<file path="src/rtl/crossbar_pkg.sv">
`default_nettype none
// +--------------------------------------------------------------------+
// | crossbar_pkg : shared types for the 2x2 crossbar slave arbiters    |
// | Revision 1.0                                                       |
// +--------------------------------------------------------------------+
package crossbar_pkg;

    typedef enum logic [1:0] {
        NO_REQ = 2'd0,
        WAIT   = 2'd1,
        W_ACK  = 2'd2,
        W_DATA = 2'd3
    } stat_t;

    localparam logic CMD_READ  = 1'b0;
    localparam logic CMD_WRITE = 1'b1;

    typedef enum logic [1:0] {
        ST_IDLE  = 2'd0,
        ST_BUSY  = 2'd1,
        ST_RDATA = 2'd2
    } state_t;

    // Priority of the status cases: reset, then ownership, then pending request.
    function automatic stat_t stat_f(input logic rst, input state_t state,
                                     input logic is_owner, input logic elig);
        if (rst)                                  return NO_REQ;
        else if (state == ST_RDATA && is_owner)   return W_DATA;
        else if (state == ST_BUSY && is_owner)    return W_ACK;
        else if (elig)                            return WAIT;
        else                                      return NO_REQ;
    endfunction

endpackage
`default_nettype wire

</file>
<file path="src/rtl/slave_arbiter_if.sv">
`default_nettype none
// +--------------------------------------------------------------------+
// | slave_arbiter_if : master-side and slave-side signals of one port  |
// | Revision 1.0                                                       |
// +--------------------------------------------------------------------+
interface slave_arbiter_if;
    import crossbar_pkg::*;

    logic        m0_req,   m1_req;
    logic [31:0] m0_addr,  m1_addr;
    logic        m0_cmd,   m1_cmd;
    logic [31:0] m0_wdata, m1_wdata;
    logic        m0_ack,   m1_ack;
    logic        s_req;
    logic [31:0] s_addr;
    logic        s_cmd;
    logic [31:0] s_wdata;
    logic        s_ack;
    logic        owner;
    stat_t       stat0,    stat1;

    // Environment side: masters and the slave model
    modport master (
        output m0_req, m1_req, m0_addr, m1_addr, m0_cmd, m1_cmd,
               m0_wdata, m1_wdata, s_ack,
        input  m0_ack, m1_ack, s_req, s_addr, s_cmd, s_wdata, owner,
               stat0, stat1
    );

    // Arbiter side
    modport slave (
        input  m0_req, m1_req, m0_addr, m1_addr, m0_cmd, m1_cmd,
               m0_wdata, m1_wdata, s_ack,
        output m0_ack, m1_ack, s_req, s_addr, s_cmd, s_wdata, owner,
               stat0, stat1
    );
endinterface
`default_nettype wire

</file>
<file path="src/rtl/slave_arbiter_rr_arb2.sv">
`default_nettype none
// +--------------------------------------------------------------------+
// | rr_arb2 : two-way round-robin grant, purely combinational          |
// | Revision 1.0                                                       |
// +--------------------------------------------------------------------+
module rr_arb2 (
    input  logic elig0,
    input  logic elig1,
    input  logic last_grant,
    output logic gnt_valid,
    output logic gnt_idx
);
    assign gnt_valid = elig0 | elig1;
    // On a tie the master that did not win last time goes next.
    assign gnt_idx   = (elig0 & elig1) ? ~last_grant : elig1;
endmodule
`default_nettype wire

</file>
<file path="src/rtl/slave_arbiter.sv">
`default_nettype none
// +--------------------------------------------------------------------+
// | slave_arbiter : per-slave round-robin arbiter and sequencer        |
// | Revision 1.0                                                       |
// +--------------------------------------------------------------------+
module slave_arbiter
    import crossbar_pkg::*;
#(
    parameter int S_NO = 0
) (
    input  logic           clk,
    input  logic           rst,
    slave_arbiter_if.slave bus
);
    localparam logic C_SEL = S_NO[0];

    state_t      r_state, w_next;
    logic        r_s_req, r_s_cmd, r_owner, r_last_grant;
    logic [31:0] r_s_addr, r_s_wdata;
    logic        w_elig0, w_elig1, w_gnt_valid, w_gnt_idx;

    assign w_elig0 = bus.m0_req & (bus.m0_addr[31] == C_SEL);
    assign w_elig1 = bus.m1_req & (bus.m1_addr[31] == C_SEL);

    rr_arb2 u_rr_arb2 (
        .elig0      (w_elig0),
        .elig1      (w_elig1),
        .last_grant (r_last_grant),
        .gnt_valid  (w_gnt_valid),
        .gnt_idx    (w_gnt_idx)
    );

    always_ff @(posedge clk) begin
        if (rst) begin
            r_state      <= ST_IDLE;
            r_s_req      <= 1'b0;
            r_s_addr     <= '0;
            r_s_cmd      <= CMD_READ;
            r_s_wdata    <= '0;
            r_owner      <= 1'b0;
            r_last_grant <= 1'b1;
        end else begin
            r_state <= w_next;
            case (r_state)
                ST_IDLE: begin
                    if (w_gnt_valid) begin
                        r_owner   <= w_gnt_idx;
                        r_s_addr  <= w_gnt_idx ? bus.m1_addr  : bus.m0_addr;
                        r_s_cmd   <= w_gnt_idx ? bus.m1_cmd   : bus.m0_cmd;
                        r_s_wdata <= w_gnt_idx ? bus.m1_wdata : bus.m0_wdata;
                        r_s_req   <= 1'b1;
                    end
                end
                ST_BUSY: begin
                    if (bus.s_ack) begin
                        r_last_grant <= r_owner;
                        r_s_req      <= 1'b0;
                    end
                end
                default: ;
            endcase
        end
    end

    always_comb begin
        w_next = r_state;
        case (r_state)
            ST_IDLE:  if (w_gnt_valid) w_next = ST_BUSY;
            ST_BUSY:  if (bus.s_ack) w_next = (r_s_cmd == CMD_READ) ? ST_RDATA : ST_IDLE;
            ST_RDATA: w_next = ST_IDLE;
            default:  w_next = ST_IDLE;
        endcase
    end

    // Ack is a zero-latency pass-through, only ever to the current owner.
    assign bus.m0_ack  = (r_state == ST_BUSY) & bus.s_ack & ~r_owner;
    assign bus.m1_ack  = (r_state == ST_BUSY) & bus.s_ack &  r_owner;

    assign bus.s_req   = r_s_req;
    assign bus.s_addr  = r_s_addr;
    assign bus.s_cmd   = r_s_cmd;
    assign bus.s_wdata = r_s_wdata;
    assign bus.owner   = r_owner;
    assign bus.stat0   = stat_f(rst, r_state, ~r_owner, w_elig0);
    assign bus.stat1   = stat_f(rst, r_state,  r_owner, w_elig1);
endmodule
`default_nettype wire

</file>
<file path="src/flat_wrapper.sv">
// flat-port wrapper written by rule: the top's interface ports become plain ports
module slave_arbiter_flat import crossbar_pkg::*;
#(
    parameter int S_NO = 0
)
  (clk, rst, bus_m0_req, bus_m1_req, bus_m0_addr, bus_m1_addr, bus_m0_cmd, bus_m1_cmd, bus_m0_wdata, bus_m1_wdata, bus_s_ack, bus_m0_ack, bus_m1_ack, bus_s_req, bus_s_addr, bus_s_cmd, bus_s_wdata, bus_owner, bus_stat0, bus_stat1);
  slave_arbiter_if bus_i ();
  input  logic clk;
  input  logic rst;
  input wire logic [$bits(bus_i.m0_req)-1:0] bus_m0_req;
  input wire logic [$bits(bus_i.m1_req)-1:0] bus_m1_req;
  input wire logic [$bits(bus_i.m0_addr)-1:0] bus_m0_addr;
  input wire logic [$bits(bus_i.m1_addr)-1:0] bus_m1_addr;
  input wire logic [$bits(bus_i.m0_cmd)-1:0] bus_m0_cmd;
  input wire logic [$bits(bus_i.m1_cmd)-1:0] bus_m1_cmd;
  input wire logic [$bits(bus_i.m0_wdata)-1:0] bus_m0_wdata;
  input wire logic [$bits(bus_i.m1_wdata)-1:0] bus_m1_wdata;
  input wire logic [$bits(bus_i.s_ack)-1:0] bus_s_ack;
  output wire logic [$bits(bus_i.m0_ack)-1:0] bus_m0_ack;
  output wire logic [$bits(bus_i.m1_ack)-1:0] bus_m1_ack;
  output wire logic [$bits(bus_i.s_req)-1:0] bus_s_req;
  output wire logic [$bits(bus_i.s_addr)-1:0] bus_s_addr;
  output wire logic [$bits(bus_i.s_cmd)-1:0] bus_s_cmd;
  output wire logic [$bits(bus_i.s_wdata)-1:0] bus_s_wdata;
  output wire logic [$bits(bus_i.owner)-1:0] bus_owner;
  output wire logic [$bits(bus_i.stat0)-1:0] bus_stat0;
  output wire logic [$bits(bus_i.stat1)-1:0] bus_stat1;
  assign bus_i.m0_req = bus_m0_req;
  assign bus_i.m1_req = bus_m1_req;
  assign bus_i.m0_addr = bus_m0_addr;
  assign bus_i.m1_addr = bus_m1_addr;
  assign bus_i.m0_cmd = bus_m0_cmd;
  assign bus_i.m1_cmd = bus_m1_cmd;
  assign bus_i.m0_wdata = bus_m0_wdata;
  assign bus_i.m1_wdata = bus_m1_wdata;
  assign bus_i.s_ack = bus_s_ack;
  assign bus_m0_ack = bus_i.m0_ack;
  assign bus_m1_ack = bus_i.m1_ack;
  assign bus_s_req = bus_i.s_req;
  assign bus_s_addr = bus_i.s_addr;
  assign bus_s_cmd = bus_i.s_cmd;
  assign bus_s_wdata = bus_i.s_wdata;
  assign bus_owner = bus_i.owner;
  assign bus_stat0 = bus_i.stat0;
  assign bus_stat1 = bus_i.stat1;
  slave_arbiter #(.S_NO(S_NO)) u_core (.clk(clk), .rst(rst), .bus(bus_i));
endmodule
</file>
<file path="config.mk">
export PLATFORM = sky130hd
export DESIGN_NAME = slave_arbiter_flat
export DESIGN_NICKNAME = d
export VERILOG_FILES = /design/src/rtl/crossbar_pkg.sv /design/src/rtl/slave_arbiter_if.sv /design/src/rtl/slave_arbiter_rr_arb2.sv /design/src/rtl/slave_arbiter.sv /design/src/flat_wrapper.sv
export SDC_FILE = /design/constraint.sdc
export NUM_CORES = 1
export LEC_CHECK = 0
export ABC_AREA = 1
export BUFFER_PORTS_ARGS = -buffer_cell sky130_fd_sc_hd__buf_4
export CORE_MARGIN = 5
export CORE_UTILIZATION = 41
export CTS_CLUSTER_DIAMETER = 30
export CTS_CLUSTER_SIZE = 12
export DETAILED_ROUTE_END_ITERATION = 12
export PLACE_DENSITY = 0.79
export SLEW_MARGIN = 20
export SYNTH_ARGS = -nofsm -noshare
export SYNTH_HDL_FRONTEND = slang
export SYNTH_SLANG_ARGS = --single-unit
</file>
<file path="constraint.sdc">
create_clock -name clk -period 1.08 [get_ports clk]
set_input_delay 0.108 -clock clk [delete_from_list [all_inputs] [get_ports clk]]
set_output_delay 0.108 -clock clk [all_outputs]
set_load 0.1 [all_outputs]
</file>
# After elaboration in Yosys (flattened, before gate mapping)

Index checks and enable logic that the tools add are counted.

Equal/unequal tests: 4
Reduce and logical (&&, ||, !) cells: 10
Muxes and demuxes: 19
Bitwise logic cells: 11

Operators with widths:

| operator                                             | number |
|---|---|
| 2-to-1 mux 32 bit                                    | 2 |
| 2-to-1 mux 2 bit                                     | 9 |
| bitwise AND 1 bit                                    | 6 |
| 2-to-1 mux 1 bit                                     | 6 |
| AND reduction 2 bit                                  | 3 |
| logical AND 1 bit                                    | 4 |
| inequality test 2 bit (second input constant)        | 2 |
| inverter 1 bit                                       | 4 |
| one-hot mux 2 bit (2 select lines)                   | 1 |
| AND reduction 3 bit                                  | 1 |
| equality test 2 x 1 -> 1 bit (second input constant) | 1 |
| equality test 2 bit (second input constant)          | 1 |
| zero test 2 bit                                      | 1 |
| one-hot mux 1 bit (2 select lines)                   | 1 |
| nonzero test 2 bit                                   | 1 |
| bitwise OR 1 bit                                     | 1 |

Bits of input ports: 135
Word-level logic and storage cells: 51
Output and inout port bits: 73
Register bits after elaboration: 70

# Longest topological paths before layout

Depth in word-level cells: 6
Gate-level depth with buffers: 10
Gate-level depth less buffers: 8

# Hierarchy

Synthesis repeated with hierarchy kept, for this count alone.

Cells, all modules: 665
Area total of the unflattened synthesis: 3757.4 um^2

Modules (own cells, without submodules):

| module        | seq. area each (um^2) | area each (um^2) | times used | cells an instance |
|---|---|---|---|---|
| slave_arbiter | 1401.3                | 3742.3           | 1          | 662 |
| rr_arb2       | 0.0                   | 15.0             | 1          | 3 |

# Worst setup path after synthesis

No wires, ideal clock.

Path kind: reg-to-output
Start point: register u_core.r_owner, in the netlist u_core.bus.owner
End point: output bus_stat0[0]
Required time: 0.972 ns
Stages on the path, launching flop included: 5
Arrival time: 2.845 ns
Slack: -1.873 ns
Buffers on the path: 0
Cells stage by stage: dfxtp_1 -> inv_1 -> nand2_1 -> nand3_1 -> a21oi_1

Longest elaborated chain between the ends: 5
Elaborated cells between the ends (all ways): 6
Classes of those cells: mux: 3; bitwise: 1; reduce/logical: 2

RTL lines:

| element                | RTL line            | RTL |
|---|---|---|
| from (decl)            | slave_arbiter.sv:18 | `logic r_s_req, r_s_cmd, r_owner, r_last_grant;` |
| from (signal assigned) | slave_arbiter.sv:47 | `r_owner <= w_gnt_idx;` |
| inverter 1 bit (*)     | slave_arbiter.sv:84 | `assign bus.stat0 = stat_f(rst, r_state, ~r_owner, w_elig0);` |
| logical AND 1 bit      | crossbar_pkg.sv:29  | `else if (state == ST_BUSY && is_owner) return W_ACK;` |
| 2-to-1 mux 2 bit       | crossbar_pkg.sv:29  |  |
| 2-to-1 mux 2 bit (*)   | crossbar_pkg.sv:28  | `else if (state == ST_RDATA && is_owner) return W_DATA;` |
| 2-to-1 mux 2 bit (*)   | crossbar_pkg.sv:27  | `if (rst) return NO_REQ;` |
| to (decl)              | flat_wrapper.sv:26  | `output wire logic [$bits(bus_i.stat0)-1:0] bus_stat0;` |

Every way passes the cells marked *; elsewhere a longest branch is shown, timed or not.

# Final worst setup path

Start point: register u_core.r_state[0]
End point: output bus_stat0[1]

Longest elaborated chain between the ends: 5
Elaborated cells between the ends (all ways): 7
Classes of those cells: eq/ne: 2; mux: 3; reduce/logical: 2

RTL lines:

| element                      | RTL line            | RTL |
|---|---|---|
| from (decl)                  | slave_arbiter.sv:17 | `state_t r_state, w_next;` |
| from (signal assigned)       | slave_arbiter.sv:43 | `r_state <= w_next;` |
| equality test 2 x 1 -> 1 bit | crossbar_pkg.sv:29  |  |
| logical AND 1 bit            | crossbar_pkg.sv:29  |  |
| 2-to-1 mux 2 bit             | crossbar_pkg.sv:29  |  |
| 2-to-1 mux 2 bit (*)         | crossbar_pkg.sv:28  |  |
| 2-to-1 mux 2 bit (*)         | crossbar_pkg.sv:27  |  |

Marks and branches as above.

==> results_dict.tcl <==
set metrics [dict create \
    outcome "finished with violations" \
    violations "setup timing" \
    crit_fanout 3 \
    diodes 0 \
    cts_tree "yes" \
    final_area_um2 7100 \
    hpwl_mm 9.23 \
    crit_path_end_kind "primary output" \
    power_w 0.0101 \
    critical_path_required_ns 0.97 \
    cts_buffers 9 \
    finalWirelength_mm 15.6 \
    hold_ws_ns 0.0596 \
    synthArstFlopShare 0 \
    root_buffer "clkbuf_8" \
    instances_no_fill 931 \
    port_buffers 207 \
    synth_ff_type "dfxtp_1" \
    placedCellCount 898 \
    power.leakage_nw 3.60 \
    synth.yosys.seq_area_share 0.369 \
    relSlewSlack 0.769 \
    overflow 0 \
    grt_pass1_vias 4661 \
    drive_gt1_frac 0.552 \
    yosys_warnings 0 \
    period_needed_ns 1.51 \
    syn_avg_cell_area_um2 6.31 \
    drc 0 \
    syn-cell-area_um2 3800 \
    final_nets 951 \
    worstPathArrival_ns 1.41 \
    yosysMostFrequentCell "nand2_1" \
    dr.pass1.iters 6 \
    die-area_um2 11300 \
    drt-initial-drc-count 243 \
    clkSlewWorstSetupHoldPaths_ns 0.08 \
    clock-skew-final_ns 0.0153 \
    wire_per_inst_um 16.7 \
    vias_per_cell 5.19 \
    dpl_cell_area_um2 5650 \
    grt_pass1_wl_mm 21.3 \
    holdCritPathClass "input pin to register" \
    fmax_ghz 0.661 \
    drv_cap 0 \
    path_delay_family "flip-flops" \
    criticalPathCategory "register to primary output" \
    synthCells 602 \
    yosysTopAreaCell "dfxtp_1" \
    crit_path_max_incr_delay_ns 0.34 \
    syn_to_final_growth_pct 87.0 \
    synth-edff-count 0 \
    syn_nets 737 \
    synth.top_cell.area_share 0.369 \
    cts_buffer_depth 2 \
    antenna_found_initial 0 \
    fp.dieW_um 106 \
    path_buf_inv 2 \
    hold_viol 0 \
    min_period_over_period 1.40 \
    die_h_um 106 \
    synthTopCellsByArea "dfxtp_1, nand3_1, nand2_1, inv_1, a21oi_1" \
    start_util 0.415 \
    finalSetupViolCount 77 \
    path_cells "inv_2, nand3_1, a21oi_4, buf_12" \
    row_count 35 \
    clkLatencyLatePin_ns 0.34 \
    synth-seq-cells 70 \
    grt_max_degree 36 \
    ir_drop_mv 0.830 \
    h-tree-depth 3 \
    rsz0062_at_grt "true" \
    gp_congestion 0.823 \
    power.density_nw_per_um2 1410 \
    cp_slowest_cell "dfxtp_2" \
    grt.total_usage 0.231 \
    fp.coreArea_um2 9150 \
    clkSinkCount 70 \
    tightest_slew_ns 0.347 \
    ios 208 \
    vias 4830 \
    timing.final.ws_setup_ns -0.433 \
    cp-start-kind "register" \
    ant_nets 0 \
    synth_common_cells "nand2_1, inv_1, nand3_1, dfxtp_1, a21oi_1" \
    slew_violations 0 \
    yosysUniqueCellTypes 15 \
]
## where the power goes
| part | switching (W) | total (W) | internal (W) |
|---|---|---|---|
| Sequential | 0.000209 | 0.00311 | 0.00291 |
| Clock | 0.000992 | 0.00201 | 0.00102 |
| Combinational | 0.00328 | 0.00493 | 0.00164 |
| Total | 0.00448 | 0.0101 | 0.00557 |
## worst paths after layout
| path | start | to | slack (ns) | depth (start not counted) |
|---|---|---|---|---|
| min | bus_s_ack | u_core.r_state[0] | 0.06 | 4 |
| max reg2reg | u_core.r_state[0] | u_core.bus.s_addr[14] | -0.35 | 8 |
| min reg2reg | u_core.bus.s_cmd | u_core.r_state[1] | 0.43 | 1 |
| max | u_core.r_state[0] | bus_stat0[1] | -0.43 | 4 |
## routing by layer
metal / wire length, um / track usage / vias up / part of all wire
met3: 1360 / 0.0674 / 41 / 0.087
met2: 8080 / 0.405 / 243 / 0.52
met1: 5710 / 0.264 / 2277 / 0.37
met5: 0 / 0 / - / 0
met4: 411 / 0.0897 / 0 / 0.026
li1: - / - / 2269 / -
## state kept, by name, indices dropped and copies added (netlist names)
| signal | cells |
|---|---|
| u_core.bus.s_addr | 32 |
| u_core.bus.s_req | 1 |
| u_core.bus.owner | 1 |
| u_core.bus.s_wdata | 32 |
| u_core.bus.s_cmd | 1 |
| u_core.r_state | 2 |
| u_core.r_last_grant | 1 |
## tightest hold or removal path, stage by stage
cell and delay [ns]:
buf_4 0.10, inv_1 0.04, nand2_1 0.07, a21oi_2 0.05
## final cells by class
| type | count | area [um^2] |
|---|---|---|
| clock buffer | 12 | 166 |
| inverter | 136 | 520 |
| tap | 111 | 139 |
| clock inverter | 3 | 17.5 |
| sequential | 70 | 1490 |
| multi-input combinational | 353 | 2250 |
| fill | 569 | 2050 |
| timing repair buffer | 246 | 2520 |
## layout by cell type, fill, tap and decap left out, drive strengths merged
cell type,instances
buf,240
inv,136
nor2,5
nand3,132
dfxtp,70
nor3,1
nand2,143
a21oi,72
clkinvlp,1
clkinv,2
clkbuf,18
## kinds of logic (layout without fill, tap and decap cells)
group | Yosys count | in the layout | synth area share
flip-flops | 70 | 70 | 0.369
buffers and inverters | 179 | 397 | 0.204
AND/OR/NAND/NOR | 281 | 281 | 0.322
AO/OA/AOI/OAI | 72 | 72 | 0.105
## repair_timing
item / 4_1_cts / 5_1_grt
gates cloned: 2 / 8
setup buffers: 1 / 8
pin swaps: 6 / 26
endpoints found under the setup margin: 94 / 118
gates resized for setup: 61 / 162
hold buffers: 0 / 0
endpoints found under the hold margin: 0 / 0
## per-stage QoR
stage / setup slack, ns / setup TNS (ns) / util
floorplan: -0.413 / -2.31 / -
global placement: -0.164 / -7.37 / 0.617
detailed placement: -0.216 / -9.79 / 0.617
CTS: -0.434 / -11.90 / 0.671
global route: -0.490 / -24.52 / 0.776
finish: -0.433 / -21.60 / 0.776
Power figures use the tool's default switching activity.
